==> config.mk <==
export PLATFORM = sky130hd
export DESIGN_NAME = outer1bits_span
export DESIGN_NICKNAME = d
export VERILOG_FILES = /design/src/rtl/outer1bits_span.sv
export SDC_FILE = /design/constraint.sdc
export NUM_CORES = 1
export LEC_CHECK = 0
export ABC_CLOCK_PERIOD_IN_PS = 3350
export CAP_MARGIN = 20
export CORE_MARGIN = 1
export CORE_UTILIZATION = 38
export CTS_BUF_LIST = sky130_fd_sc_hd__clkbuf_8
export DETAILED_ROUTE_END_ITERATION = 16
export GPL_ROUTABILITY_DRIVEN = 0
export SLEW_MARGIN = 10
export SYNTH_ARGS = -nofsm -noshare
export SYNTH_HDL_FRONTEND = slang
export SYNTH_SLANG_ARGS = --single-unit
==> constraint.sdc <==
create_clock -name clk_i -period 3.35 [get_ports clk_i]
set_input_delay 0.335 -clock clk_i [delete_from_list [all_inputs] [get_ports clk_i]]
set_output_delay 0.335 -clock clk_i [all_outputs]
set_load 0.03 [all_outputs]
==> src/rtl/outer1bits_span.sv <==
// Encodes the upstream leftmost/rightmost one-hot masks into bit indices and a span,
// then buffers the results in a first-word-fall-through FIFO with sticky error/overflow flags.
module outer1bits_span #(
   parameter  int WIDTH      = 4,
   parameter  int FIFO_DEPTH = 4,
   localparam int IDX_W      = $clog2(WIDTH),
   localparam int CNT_W      = $clog2(FIFO_DEPTH + 1)
) (
   input  logic             clk_i,
   input  logic             srst_n_i,
   input  logic             data_val_i,
   input  logic [WIDTH-1:0] data_left_i,
   input  logic [WIDTH-1:0] data_right_i,
   output logic             data_val_o,
   input  logic             data_ready_i,
   output logic [IDX_W-1:0] left_idx_o,
   output logic [IDX_W-1:0] right_idx_o,
   output logic [IDX_W:0]   span_o,
   output logic             zero_o,
   output logic [CNT_W-1:0] fill_o,
   output logic             err_o,
   output logic             ovf_o
);

   localparam int                PTR_W    = $clog2(FIFO_DEPTH);
   localparam logic [CNT_W-1:0]  FULL_CNT = CNT_W'(FIFO_DEPTH);
   localparam logic [PTR_W-1:0]  LAST_PTR = PTR_W'(FIFO_DEPTH - 1);

   typedef struct packed {
      logic [IDX_W-1:0] left_idx;
      logic [IDX_W-1:0] right_idx;
      logic [IDX_W:0]   span;
      logic             zero;
   } entry_t;

   function automatic logic multi_hot(input logic [WIDTH-1:0] m);
      return (m & (m - WIDTH'(1))) != '0;
   endfunction

   // Only meaningful for one-hot masks; multi-hot words are rejected anyway.
   function automatic logic [IDX_W-1:0] encode(input logic [WIDTH-1:0] m);
      logic [IDX_W-1:0] idx;
      idx = '0;
      for (int i = 0; i < WIDTH; i++) begin
         if (m[i]) idx = IDX_W'(i);
      end
      return idx;
   endfunction

   function automatic logic [PTR_W-1:0] ptr_next(input logic [PTR_W-1:0] p);
      return (p == LAST_PTR) ? '0 : p + PTR_W'(1);
   endfunction

   // ---------------------------------------------------------------
   // Stage 1: capture register
   // ---------------------------------------------------------------
   logic             s1_val;
   logic [WIDTH-1:0] s1_left;
   logic [WIDTH-1:0] s1_right;

   // NOTE: sequential state is always assigned with <= so every flop samples
   // pre-edge values regardless of statement order.
   always_ff @(posedge clk_i) begin
      if (!srst_n_i) begin
         s1_val   <= 1'b0;
         s1_left  <= '0;
         s1_right <= '0;
      end else begin
         s1_val <= data_val_i;
         if (data_val_i) begin
            s1_left  <= data_left_i;
            s1_right <= data_right_i;
         end
      end
   end

   // ---------------------------------------------------------------
   // Encode and validity check of the captured word
   // ---------------------------------------------------------------
   logic [IDX_W-1:0] l_idx;
   logic [IDX_W-1:0] r_idx;
   logic             l_zero;
   logic             r_zero;
   logic             s1_bad;
   entry_t           s1_entry;

   // NOTE: every always_comb output gets a default first, so no path can
   // leave a signal unassigned and infer a latch.
   always_comb begin
      l_idx    = encode(s1_left);
      r_idx    = encode(s1_right);
      l_zero   = (s1_left == '0);
      r_zero   = (s1_right == '0);
      s1_bad   = 1'b0;
      s1_entry = '0;

      if (multi_hot(s1_left) || multi_hot(s1_right) || (l_zero != r_zero))
         s1_bad = 1'b1;
      else if (!l_zero && (l_idx < r_idx))
         s1_bad = 1'b1;

      s1_entry.left_idx  = l_idx;
      s1_entry.right_idx = r_idx;
      s1_entry.zero      = l_zero && r_zero;
      if (!(l_zero && r_zero))
         s1_entry.span = {1'b0, l_idx} - {1'b0, r_idx} + (IDX_W + 1)'(1);
   end

   // ---------------------------------------------------------------
   // Result FIFO (first word falls through to the outputs)
   // ---------------------------------------------------------------
   entry_t           mem [FIFO_DEPTH];
   logic [PTR_W-1:0] wr_ptr;
   logic [PTR_W-1:0] rd_ptr;
   logic [CNT_W-1:0] fill;
   logic             err;
   logic             ovf;

   logic full;
   logic pop;
   logic push_req;
   logic push;
   logic drop;

   assign full     = (fill == FULL_CNT);
   assign pop      = data_val_o && data_ready_i;
   assign push_req = s1_val && !s1_bad;
   // A full FIFO still accepts a word when the head leaves in the same cycle.
   assign push     = push_req && (!full || pop);
   assign drop     = push_req && full && !pop;

   always_ff @(posedge clk_i) begin
      if (!srst_n_i) begin
         wr_ptr <= '0;
         rd_ptr <= '0;
         fill   <= '0;
         err    <= 1'b0;
         ovf    <= 1'b0;
         // NOTE: the storage is cleared on reset because the head entry drives
         // the outputs directly and they must read zero after reset.
         for (int i = 0; i < FIFO_DEPTH; i++) mem[i] <= '0;
      end else begin
         if (push) begin
            mem[wr_ptr] <= s1_entry;
            wr_ptr      <= ptr_next(wr_ptr);
         end
         if (pop) rd_ptr <= ptr_next(rd_ptr);

         if (push && !pop)      fill <= fill + CNT_W'(1);
         else if (!push && pop) fill <= fill - CNT_W'(1);

         if (s1_val && s1_bad) err <= 1'b1;
         if (drop)             ovf <= 1'b1;
      end
   end

   entry_t head;
   assign head        = mem[rd_ptr];
   assign data_val_o  = (fill != '0);
   assign left_idx_o  = head.left_idx;
   assign right_idx_o = head.right_idx;
   assign span_o      = head.span;
   assign zero_o      = head.zero;
   assign fill_o      = fill;
   assign err_o       = err;
   assign ovf_o       = ovf;

endmodule

==> flow_metrics.env, run 1 <==
export IMPL_setup_viol=0
export IMPL_diodes=0
export IMPL_path_clk_slew_ps=90
export IMPL_grt_max_degree=31
export IMPL_cp_end_kind="flip-flop"
export IMPL_synth_cell_types=42
export IMPL_initialDrtViolationCount=119
export IMPL_ctsHoldBuffers=0
export IMPL_dpl_hpwl_um=3410
export IMPL_synth_warnings=0
export IMPL_dpl_worst_slack_ps=344
export IMPL_start_util=0.394
export IMPL_coreArea_mm2=0.00635
export IMPL_fp_dieArea_mm2=0.00692
export IMPL_cts_buffer_depth=2
export IMPL_postCtsSetupBuffers=0
export IMPL_tns_ps=0
export IMPL_cts_resized=0
export IMPL_cts_buffers=5
export IMPL_dr_pass1_iters=4
export IMPL_ant_nets=0
export IMPL_p_leak_nw=1.06
export IMPL_hp_start="ovf_o$_SDFFE_PN0P_"
export IMPL_min_path_cells=2
export IMPL_maxSlewViolCount=0
export IMPL_cts_sinks=52
export IMPL_cp_max_fo=5
export IMPL_wl_per_cell_um=15.2
export IMPL_area_delta_synth_final_pct=18.1
export IMPL_drc_errors=0
export IMPL_whs_endpoint="ovf_o$_SDFFE_PN0P_"
export IMPL_fin_nets=254
export IMPL_syn_inst=204
export IMPL_hold_viol=0
export IMPL_finalWorstSetupSlack_ps=387
export IMPL_synth_cell_area_mm2=0.00250
export IMPL_cp_start_kind="flip-flop"
export IMPL_via_per_inst=5.25
export IMPL_grt_pass1_vias=1560
export IMPL_drive_gt1_frac=0.137
export IMPL_synth_ff_type="edfxtp_1"
export IMPL_rsz0062_at_grt="no"
export IMPL_num_io_pins=26
export IMPL_io_buffers=25
export IMPL_ys_ff_latch=52
export IMPL_worstReg2RegStart="s1_right[2]$_SDFFE_PN0P_"
export IMPL_synth_edf_count=32
export IMPL_fmax_mhz=337
export IMPL_htree_num_levels=2
export IMPL_die_w_um=83.2
export IMPL_grt_use_total=0.145
export IMPL_status="finished clean"
export IMPL_cp_data_required_time_ps=3590
export IMPL_rr_worst_depth=14
export IMPL_grt_antenna_before_repair=0
export IMPL_postLayoutCellArea_mm2=0.00296
export IMPL_overflow=0
export IMPL_period_minus_slack_ps=2960
export IMPL_grt_pass1_wl_um=7970
export IMPL_vias=1629
export IMPL_tritoncts="done"
export IMPL_worstMarginPinSlew_ps=605
export IMPL_ys_seq_area_frac=0.543
export IMPL_rrSetupSlack_ps=390
export IMPL_ir_drop_mv=0.245
export IMPL_synthArstFlopShare=0
export IMPL_critical_path_class="flip-flop to flip-flop"
export IMPL_min_path_type="flip-flop to flip-flop"
export IMPL_syn_nets=226
export IMPL_rows=29
export IMPL_worstSkewPairLatency_ps=310
export IMPL_maxCapViolations=0
export IMPL_wl_um=4700
export IMPL_post_dp_cell_area_mm2=0.00285
export IMPL_cts_root_buf="clkbuf_8"
export IMPL_timing_rr_end="fill_o[2]$_SDFFE_PN0P_"
export IMPL_max_slew_margin=0.592
export IMPL_clock_skew_ps=7.92
export IMPL_finalCritPeriodShare=0.885
export IMPL_power_density_mw_per_mm2=612
export IMPL_die_y_um=83.2
export IMPL_syn_avg_cell_area_um2=12.3
export IMPL_worstPathArrival_ps=3210
## synth_stat cells, types with 3 or more instances
cell / instances / area share
nor2_1: 3 / 0.0045
a21oi_1: 3 / 0.0060
inv_1: 8 / 0.012
a21boi_0: 3 / 0.0090
or3_1: 3 / 0.0075
nor3_1: 13 / 0.026
mux4_2: 8 / 0.072
mux2i_1: 11 / 0.044
edfxtp_1: 32 / 0.38
clkbuf_1: 6 / 0.0090
nand2_1: 15 / 0.022
o21ai_0: 6 / 0.012
nor4_1: 18 / 0.045
dfxtp_1: 20 / 0.16
ha_1: 9 / 0.045
nor2b_1: 12 / 0.030
## layer usage
metal  GRT usage  share of wire
met5           0              0
met4      0.0423          0.011
met3      0.0278          0.040
met2       0.235           0.48
met1       0.198           0.47
## critical path, cell delays in order (launching register included)
cell	delay (ps)
dfxtp_1	390
inv_1	50
a21oi_1	340
inv_1	110
ha_1	210
nor2b_1	150
o21a_1	210
o211ai_4	90
inv_2	120
ha_1	200
inv_1	60
fa_1	370
xor2_1	150
or3_1	300
a21boi_0	150
## cell families (layout without fill, tap and decap cells)
group | Yosys count | count (layout) | synth area share
simple gates | 80 | 80 | 0.182
flops | 52 | 52 | 0.543
fa+ha+maj | 10 | 10 | 0.0529
buf+inv | 21 | 50 | 0.0395
compound gates | 19 | 19 | 0.0559
xor+xnor | 3 | 3 | 0.0105
mux | 19 | 19 | 0.116
## stage by stage
step	hold WS, ps	util	std cells	power [mW]
floorplan	467	-	204	1.22
global placement	443	0.448	302	1.40
detailed placement	451	0.448	302	1.40
CTS	472	0.466	310	1.82
global route	508	0.466	310	1.90
finish	465	0.466	310	1.81
## final cells by class
type	instances	area [um^2]
well taps	77	96.3
fillers	576	3390
multi-input cells	131	1040
inverters	9	33.8
clock inverters	3	42.5
flip-flops and latches	52	1360
repair buffers	33	310
clock buffers	5	68.8
## layout by cell type (no fill, tap or decap), types with 3 or more instances in the layout
| cell | count |
|---|---|
| mux4_2 | 8 |
| nor3_1 | 13 |
| a21oi_1 | 3 |
| nor2_1 | 3 |
| ha_1 | 9 |
| a21boi_0 | 3 |
| dfxtp_1 | 20 |
| clkbuf_8 | 5 |
| nand2_1 | 15 |
| edfxtp_1 | 32 |
| inv_1 | 8 |
| nor2b_1 | 12 |
| o21ai_0 | 6 |
| clkdlybuf4s50_1 | 25 |
| mux2i_1 | 11 |
| buf_4 | 8 |
| or3_1 | 3 |
| nor4_1 | 18 |
## sequential cells by signal, indices dropped and copies added (netlist names), named ones only
signal,count
s1_val,1
fill_o,3
rd_ptr,2
mem,32
ovf_o,1
s1_left,4
wr_ptr,2
s1_right,4
err_o,1
## power breakdown
group / switching, mW / internal [mW] / total, mW
clock network: 0.205 / 0.221 / 0.426
logic: 0.312 / 0.267 / 0.579
registers: 0.0677 / 0.736 / 0.804
total: 0.584 / 1.22 / 1.81
## worst max path at each step
stage                              from                endpoint  slack [ps]  cells after the start
2_1_floorplan  s1_right[3]$_SDFFE_PN0P_  fill_o[2]$_SDFFE_PN0P_         580                     13
4_1_cts        s1_right[2]$_SDFFE_PN0P_  fill_o[2]$_SDFFE_PN0P_         330                     14
5_1_grt        s1_right[2]$_SDFFE_PN0P_  fill_o[2]$_SDFFE_PN0P_          90                     14
3_5_place_dp   s1_right[2]$_SDFFE_PN0P_  fill_o[2]$_SDFFE_PN0P_         340                     14
3_3_place_gp   s1_right[3]$_SDFFE_PN0P_  fill_o[2]$_SDFFE_PN0P_         440                     13
6_report       s1_right[2]$_SDFFE_PN0P_  fill_o[2]$_SDFFE_PN0P_         390                     14
Power figures use the tool's default switching activity.
==> run 2, diff against run 1 <==
- CTS_CLUSTER_SIZE: not set -> 30
==> results of run 2 <==
Final layout, timing and power as in run 1 (identical DEF).
==> run 3, diff against run 2 <==
- SETUP_SLACK_MARGIN: not set -> 0.4
==> run 3 against run 2 <==
- clock-buffer cell count stayed put
- largest cell class unchanged
- core utilization is 0.65 points higher
- maximum frequency is 7.6% higher
- sequential share of layout area is 0.59 points lower
- total power is 0.79% higher
- worst setup slack better by 210 ps
- first-iteration DRC count stayed put
- critical path depth stayed put
- worst hold slack hardly changed
==> flow_metrics.env, run 3 (same netlist as run 1, synthesis figures left out) <==
export IMPL_tritoncts="done"
export IMPL_startpoint="s1_right[2]$_SDFFE_PN0P_"
export IMPL_critical_path_class="flip-flop to flip-flop"
export IMPL_cp_start_kind="flip-flop"
export IMPL_place_inst=302
export IMPL_drive_gt1_frac=0.167
export IMPL_worstSkewPairLatency_ps=310
export IMPL_num_io_pins=26
export IMPL_grt_antenna_before_repair=0
export IMPL_hold_viol=0
export IMPL_crit_path_cell_trace="inv_1 > a21oi_4 > inv_1 > ha_1 > nor2b_1 > o21a_1 > o211ai_4 > inv_2 > ha_2 > inv_1 > fa_1 > xor2_1 > or3_1 > a21boi_1"
export IMPL_top_regs="mem (32), s1_left (4), s1_right (4)"
export IMPL_crit_slowest_cell="dfxtp_1"
export IMPL_maxCapViolations=0
export IMPL_final_cell_mix="edfxtp_1 (32), clkdlybuf4s50_1 (25), dfxtp_1 (19), nor4_1 (18), nand2_1 (15)"
export IMPL_dpl_hpwl_um=3410
export IMPL_timing_rr_end="fill_o[2]$_SDFFE_PN0P_"
export IMPL_rrSetupSlack_ps=600
export IMPL_tns_ps=0
export IMPL_regMostFlops="mem"
export IMPL_io_buffers=25
export IMPL_setup_viol=0
export IMPL_die_y_um=83.2
export IMPL_wl_um=4800
export IMPL_cp_data_required_time_ps=3600
export IMPL_rr_worst_depth=14
export IMPL_max_slew_margin=0.593
export IMPL_grt_max_degree=31
export IMPL_worstReg2RegStart="s1_right[2]$_SDFFE_PN0P_"
export IMPL_rsz0062_at_grt="no"
export IMPL_coreArea_mm2=0.00635
export IMPL_wl_per_cell_um=15.4
export IMPL_final_common_cell="edfxtp_1"
export IMPL_rows=29
export IMPL_finalCritPeriodShare=0.822
export IMPL_power_density_mw_per_mm2=608
export IMPL_ant_nets=0
export IMPL_min_path_cells=2
export IMPL_cpMostUsedCell="inv_1"
export IMPL_htree_num_levels=2
export IMPL_drc_errors=0
export IMPL_clock_skew_ps=7.57
export IMPL_period_minus_slack_ps=2750
export IMPL_diodes=0
export IMPL_ctsHoldBuffers=0
export IMPL_start_util=0.394
export IMPL_worstPathArrival_ps=3000
export IMPL_crit_path_max_incr_delay_ps=400
export IMPL_worstMarginPinSlew_ps=604
export IMPL_vias=1672
export IMPL_largest_register_ffs=32
export IMPL_path_clk_slew_ps=90
export IMPL_min_path_type="flip-flop to flip-flop"
export IMPL_cts_buffer_depth=2
export IMPL_finalWorstSetupSlack_ps=596
export IMPL_ir_drop_mv=0.247
export IMPL_maxSlewViolCount=0
export IMPL_cts_sinks=52
export IMPL_initialDrtViolationCount=119
export IMPL_grt_use_total=0.146
export IMPL_grt_pass1_vias=1568
export IMPL_overflow=0
export IMPL_cts_root_buf="clkbuf_8"
export IMPL_fmax_mhz=363
export IMPL_hp_start="ovf_o$_SDFFE_PN0P_"
export IMPL_grt_pass1_wl_um=8040
export IMPL_via_per_inst=5.38
export IMPL_area_delta_synth_final_pct=19.7
export IMPL_fin_nets=255
export IMPL_cts_buffers=5
export IMPL_whs_endpoint="ovf_o$_SDFFE_PN0P_"
export IMPL_cp_end_kind="flip-flop"
export IMPL_dr_pass1_iters=4
export IMPL_die_w_um=83.2
export IMPL_dpl_worst_slack_ps=344
export IMPL_final_cells=311
export IMPL_p_leak_nw=1.07
export IMPL_fp_dieArea_mm2=0.00692
export IMPL_fillers=572
export IMPL_cp_max_fo=5
export IMPL_status="finished clean"
-- run 3: stage by stage --
stage	area [um^2]	hold WS, ps	util	total power [mW]
CTS	2970	472	0.468	1.83
global route	3000	508	0.472	1.91
detailed placement	2850	451	0.448	1.40
global placement	2850	443	0.448	1.40
floorplan	2500	467	-	1.22
finish	3000	465	0.472	1.82
-- run 3: repair_timing --
| action | in CTS | in global routing |
|---|---|---|
| setup buffers | 1 | 0 |
| endpoints found under the setup margin | 1 | 6 |
| gates resized for setup | 2 | 8 |
-- run 3: area by class of cell --
| type | instances | area [um^2] | share of cell area |
|---|---|---|---|
| clock buffer | 5 | 68.8 | 0.0229 |
| clock inverter | 3 | 42.5 | 0.0142 |
| inverter | 9 | 33.8 | 0.0113 |
| multi-input combinational | 131 | 1080 | 0.359 |
| sequential | 52 | 1360 | 0.454 |
| tap | 77 | 96.3 | 0.0321 |
| timing repair buffer | 34 | 318 | 0.106 |
-- run 3: worst max-delay path by stage --
| stage | end | slack, ps | cells past startpoint |
|---|---|---|---|
| global route | fill_o[2]$_SDFFE_PN0P_ | 410 | 14 |
| global placement | fill_o[2]$_SDFFE_PN0P_ | 440 | 13 |
| floorplan | fill_o[2]$_SDFFE_PN0P_ | 580 | 13 |
| CTS | fill_o[2]$_SDFFE_PN0P_ | 450 | 13 |
| finish | fill_o[2]$_SDFFE_PN0P_ | 600 | 14 |
| detailed placement | fill_o[2]$_SDFFE_PN0P_ | 340 | 14 |
-- run 3: critical path: cells and delay by family (launching register included) --
family	cells	cell delay, ps
AO/OA/AOI/OAI	4	640
XOR/XNOR	1	150
adder cells (fa/ha/maj)	3	740
buffers and inverters	4	300
flip-flops	1	400
AND/OR/NAND/NOR	2	450
-- run 3: report_power, final --
| group | total, mW | internal, mW | switching (mW) | leakage (nW) |
|---|---|---|---|---|
| logic | 0.591 | 0.276 | 0.315 | 0.523 |
| registers | 0.806 | 0.736 | 0.0694 | 0.496 |
| clock network | 0.427 | 0.221 | 0.206 | 0.0558 |
-- run 3: metal layers --
metal  vias to the layer above  share of wire  global-route usage
met3                         7          0.043              0.0278
met1                       803           0.46               0.200
met4                         0         0.0098              0.0423
met2                        40           0.49               0.237
li1                        822              -                   -
met5                         -              0                   0
